==> config.mk <==
export PLATFORM = sky130hd
export DESIGN_NAME = gb_mbc_mapper
export DESIGN_NICKNAME = d
export VERILOG_FILES = /design/src/rtl/gb_mbc_mapper.sv
export SDC_FILE = /design/constraint.sdc
export NUM_CORES = 1
export LEC_CHECK = 0
export ABC_AREA = 1
export ABC_CLOCK_PERIOD_IN_PS = 950
export BUFFER_PORTS_ARGS = -buffer_cell sky130_fd_sc_hd__buf_4
export CAP_MARGIN = 10
export CORE_MARGIN = 5
export CORE_UTILIZATION = 54
export CTS_BUF_LIST = sky130_fd_sc_hd__clkbuf_8
export CTS_CLUSTER_DIAMETER = 150
export DETAILED_ROUTE_END_ITERATION = 12
export HOLD_SLACK_MARGIN = 0.03
export PLACE_DENSITY_LB_ADDON = 0.05
export SLEW_MARGIN = 10
export SYNTH_ARGS = -nofsm -noshare
export SYNTH_HDL_FRONTEND = slang
export SYNTH_SLANG_ARGS = --single-unit
==> constraint.sdc <==
create_clock -name clk -period 0.95 [get_ports clk]
set_input_delay 0 -clock clk [delete_from_list [all_inputs] [get_ports clk]]
set_output_delay 0 -clock clk [all_outputs]
set_load 0.005 [all_outputs]
==> src/rtl/gb_mbc_mapper.sv <==
// gb_mbc_mapper: MBC1/MBC5 bank controller mapping the synchronised cartridge bus onto ROM/RAM addresses
module gb_mbc_mapper #(
  parameter int MBC_TYPE      = 1,
  parameter int ROM_SIZE_LOG2 = 17,
  parameter int RAM_SIZE_LOG2 = 13,
  parameter int SYNC_STAGES   = 4
) (
  input  logic                     clk,
  input  logic                     reset,
  input  logic                     enable,
  input  logic [15:0]              bus_A,
  input  logic [7:0]               bus_D_in,
  input  logic                     bus_nWR,
  input  logic                     bus_nRD,
  output logic [ROM_SIZE_LOG2-1:0] rom_addr,
  output logic                     rom_rd,
  output logic [RAM_SIZE_LOG2-1:0] ram_addr,
  output logic                     ram_rd,
  output logic                     ram_wr,
  output logic [7:0]               ram_wdata,
  output logic                     data_oe,
  output logic [8:0]               rom_bank,
  output logic                     ram_enabled
);
  if (MBC_TYPE != 1 && MBC_TYPE != 5) begin : g_bad_type
    $error("gb_mbc_mapper: MBC_TYPE must be 1 or 5");
  end
  localparam bit IS_MBC1 = (MBC_TYPE == 1);
  localparam logic [8:0] ROM_MASK = 9'((1 << (ROM_SIZE_LOG2 - 14)) - 1);
  localparam logic [3:0] RAM_MASK = 4'((1 << (RAM_SIZE_LOG2 - 13)) - 1);
  logic [25:0] sync_q [SYNC_STAGES];
  logic        nwr_q;
  logic [15:0] a_s;
  logic [7:0]  d_s;
  logic        nwr_s, nrd_s, wc, ram_sel;
  logic        ram_en_r, mode, bank8;
  logic [7:0]  bank_lo;
  logic [1:0]  bank_hi;
  logic [3:0]  ram_bank;
  logic [8:0]  bank_4000, bank_cur;
  logic [3:0]  ram_bank_eff;
  assign {a_s, d_s, nwr_s, nrd_s} = sync_q[SYNC_STAGES-1];
  assign wc        = enable & ~nwr_q & nwr_s;
  assign ram_sel   = a_s[15:13] == 3'b101;
  assign bank_4000 = ROM_MASK & (IS_MBC1 ? {2'b0, bank_hi, bank_lo[4:0]} : {bank8, bank_lo});
  assign bank_cur  = a_s[14] ? bank_4000 : ROM_MASK & ((IS_MBC1 && mode) ? {2'b0, bank_hi, 5'b0} : 9'd0);
  assign ram_bank_eff = RAM_MASK & (IS_MBC1 ? (mode ? {2'b0, bank_hi} : 4'd0) : ram_bank);
  // Bring the asynchronous bus into the clock domain; the extra nWR flop gives the rising-edge detect
  always_ff @(posedge clk) begin
    sync_q[0] <= {bus_A, bus_D_in, bus_nWR, bus_nRD};
    for (int i = 1; i < SYNC_STAGES; i++) sync_q[i] <= sync_q[i-1];
    nwr_q <= nwr_s;
  end
  // Bank/control register file, updated on a committed write below 8000
  always_ff @(posedge clk) begin
    if (reset) begin
      ram_en_r <= 1'b0;
      bank_lo  <= 8'd1;
      bank_hi  <= 2'd0;
      bank8    <= 1'b0;
      mode     <= 1'b0;
      ram_bank <= 4'd0;
    end else if (wc && !a_s[15]) begin
      if (a_s[14:13] == 2'b00) ram_en_r <= d_s[3:0] == 4'hA;
      else if (IS_MBC1) begin
        if (a_s[14:13] == 2'b01) bank_lo <= {3'b0, (d_s[4:0] == 5'd0) ? 5'd1 : d_s[4:0]};
        else if (a_s[14:13] == 2'b10) bank_hi <= d_s[1:0];
        else mode <= d_s[0];
      end else begin
        if (a_s[14:12] == 3'b010) bank_lo <= d_s;
        else if (a_s[14:12] == 3'b011) bank8 <= d_s[0];
        else if (a_s[14:13] == 2'b10) ram_bank <= d_s[3:0];
      end
    end
  end
  // Registered address translation and strobes
  always_ff @(posedge clk) begin
    if (reset) begin
      rom_addr    <= '0;
      ram_addr    <= '0;
      rom_rd      <= 1'b0;
      ram_rd      <= 1'b0;
      ram_wr      <= 1'b0;
      ram_wdata   <= 8'd0;
      data_oe     <= 1'b0;
      rom_bank    <= 9'd0;
      ram_enabled <= 1'b0;
    end else begin
      rom_addr    <= ROM_SIZE_LOG2'({bank_cur, a_s[13:0]});
      ram_addr    <= RAM_SIZE_LOG2'({ram_bank_eff, a_s[12:0]});
      rom_rd      <= enable & ~nrd_s & ~a_s[15];
      ram_rd      <= enable & ~nrd_s & ram_sel & ram_en_r;
      ram_wr      <= wc & ram_sel & ram_en_r;
      ram_wdata   <= d_s;
      data_oe     <= enable & ~nrd_s & (~a_s[15] | (ram_sel & ram_en_r));
      rom_bank    <= bank_4000;
      ram_enabled <= ram_en_r;
    end
  end
endmodule

==> run_results.csv <==
group,metric,value,unit
detailed_routing,drt.antenna.violating_nets,0,
synthesis,synth_top_family_by_area,"buffers and inverters",
pwr,vdd_drop_max,1.48,mV
setup_path,critical-path-max-stage-delay,0.33,ns
synthesis,synthMuxAreaShare,0,
synthesis,synth_cell_type_count,18,
hold_path,min-delay-start,"bus_A[11]",
cells_and_area,diodes,0,
floorplanning,fp.coreArea,6280,µm²
status,status,"finished, final reports clean",
timing,tns,0,ns
clock_network,cts.path.max_buffers,2,
setup_path,crit_buf_inv,2,
cells_and_area,post_layout_nonfiller_instances,457,
timing,finalMaxSlewViolations,0,
global_routing,grt_max_degree,20,
detailed_routing,dr.pass1.iters,4,
clock_network,clk_latency,0.41,ns
placement,dp_hpwl,2790,µm
cells_and_area,final_cell_mix,"141 x dfxtp_1, 76 x buf_4, 37 x nor2_1, 28 x inv_1, 28 x dlygate4sd3_1",
synthesis,synth_cells,261,
setup_path,critPathRequiredTime,1.29,ns
timing,setup_viol,0,
cells_and_area,fillers,422,
floorplanning,start_util,0.550,
floorplanning,rows,29,
hold_path,hold_path_class,"in -> reg",
setup_path,crit_start,"sync_q[3][23]$_DFF_P_",
clock_network,cts_tree,"done",
synthesis,synth_fa_ha_area_frac,0,
pwr,powerDensity,2310,nW/µm²
setup_path,reg2regPathDepth,6,
synthesis,syn-cell-area,3450,µm²
placement,pre_cts_slack,0.0690,ns
synthesis,avgSynthCellArea,13.2,µm²
global_routing,grt_pass1_wl,7480,µm
timing,rsz0062_at_grt,"true",
synthesis,synth_compound_area_frac,0.00145,
clock_network,clk_pin_slew,0.08,ns
setup_path,crit_fanout,5,
timing,fin_skew,0.00654,ns
global_routing,grt_util_all_layers,0.121,
pwr,p_leak,2.17,nW
setup_path,path_delay_family,"simple AND/OR/NAND/NOR gates",
detailed_routing,wl_per_cell,9.60,µm
floorplanning,die_h,89.9,µm
setup_path,reg2reg_setup_slack,0.03,ns
hold_path,hold_depth,2,
placement,dp.cells,396,
timing,post-route-min-period,0.916,ns
synthesis,synth_seq_cells,142,
setup_path,r2r_end,"bank_lo[2]$_SDFFE_PP0P_",
floorplanning,ioPinCount,81,
setup_path,critPathLaunchType,"flop",
detailed_routing,num_vias,1825,
floorplanning,die_w,89.9,µm
setup_path,r2r_start,"sync_q[3][23]$_DFF_P_",
detailed_routing,totalWireLength,4390,µm
cells_and_area,final_nets,396,
setup_path,endpoint_kind,"flop",
cells_and_area,final_common_cell,"dfxtp_1",
flow_run,max_cap_violations,0,
global_routing,antenna_found_initial,0,
setup_path,slowest_stage,"dfxtp_2",
timing,worst_slack,0.0340,ns
synthesis,synth-simple-area-share,0.0848,
global_routing,grt_pass1_vias,1729,
placement,portBuffers,74,
global_routing,grt-ovfl-total,0,
hold_path,holdPathEnd,"sync_q[0][21]$_DFF_P_",
timing,fmax,1090,MHz
detailed_routing,routed_via_density,3.99,
synthesis,ys_warn_count,0,
cells_and_area,final_layout_size_suffix_gt1_frac,0.311,
timing,period_share,0.964,
synthesis,ys_seq_area_frac,0.824,
clock_network,cts.sinks,142,
timing,holdWs,0.222,ns
detailed_routing,drc,0,
placement,place.gp.congestion,0.787,
synthesis,synthXorXnorAreaFrac,0,
clock_network,htreeDepth,4,
detailed_routing,dr.first_iter.drc_count,69,
setup_path,crit_type,"reg -> reg",
timing,hold_viol,0,
clock_network,cts_root_buf,"clkbuf_8",
setup_path,path_cells,"inv_2 > nor2_4 > nand3_2 > nand2_1 > inv_1 > nor2_1",
clock_network,cts_made_buffers,17,
setup_path,cp.arrival,1.26,ns
floorplanning,dieArea,8090,µm²
cells_and_area,areaGrowthSynthToFinish,33.0,%
## report_power, final
part	internal [mW]	total, mW	leakage [nW]	switching (mW)
Combinational	0.285	0.439	0.818	0.154
Sequential	6.25	6.33	1.19	0.0796
Clock	1.77	3.84	0.158	2.07
Total	8.31	10.6	2.17	2.30
## stage by stage
stage	instance area [µm²]	utilization	power, mW
final	4590	0.731	10.6
after global routing	4590	0.731	11.1
after detailed placement	3970	0.632	6.81
after global placement	3970	0.632	6.80
after CTS	4580	0.730	10.8
after floorplan	3470	-	6.62
## cell families (layout without fill, tap and decap cells)
kind of cell | count (synthesis) | after routing
other cells | 1 | 6
compound gates | 1 | 1
buf+inv | 53 | 167
simple gates | 64 | 64
flops | 142 | 142
## cell usage after synthesis, drive strengths merged
cell type | number | area, µm²
dfxtp | 142 | 2840
nor2 | 39 | 161
inv | 29 | 109
buf | 22 | 163
nand2 | 13 | 51.3
nand3 | 7 | 45.0
bufinv | 2 | 35.0
nand4 | 2 | 12.5
nor3 | 2 | 15.0
a21oi | 1 | 5.00
conb | 1 | 3.75
nand3b | 1 | 7.51
## registers in the layout (all words and copies together) (netlist names)
register and cells:
ram_rd 1, nwr_q 1, ram_addr 12, ram_wr 1, sync_q 104, rom_addr 5
rom_bank 3, ram_en_r 1, ram_enabled 1, rom_rd 1, ram_wdata 8, data_oe 1
bank_lo 3
## area by class of cell
cell class                 count  area, µm²  share of cell area
sequential                   142       2840               0.620
timing repair buffer         104        851               0.185
multi-input combinational     71        320              0.0698
clock buffer                  17        234              0.0510
inverter                      31        144              0.0313
clock inverter                15        101              0.0221
tap                           77       96.3              0.0210
## worst max path at each step
stage                              end  slack [ns]  depth (start not counted)
6_report       bank_lo[2]$_SDFFE_PP0P_        0.03                          6
5_1_grt        bank_lo[2]$_SDFFE_PP0P_       -0.04                          6
4_1_cts        bank_lo[2]$_SDFFE_PP0P_        0.01                          6
3_5_place_dp   bank_lo[0]$_SDFFE_PP1P_        0.07                          5
3_3_place_gp   bank_lo[0]$_SDFFE_PP1P_         0.1                          5
2_1_floorplan  bank_lo[0]$_SDFFE_PP1P_        0.12                          5
## repair_timing
item                                   in CTS  in global routing
setup endpoints to repair                   0                  3
endpoints found under the hold margin      49                  0
hold buffers                               28                  0
setup buffers                               0                  1
gates resized for setup                     0                  2
## layer usage
layer  wire, µm  global-route usage  share of wire
met1       1760               0.121           0.40
met2       2180               0.187           0.50
met3        356              0.0785          0.081
met4         87              0.0744          0.020
met5          0                   0              0
Note: power is estimated with default switching activity, not from simulation.
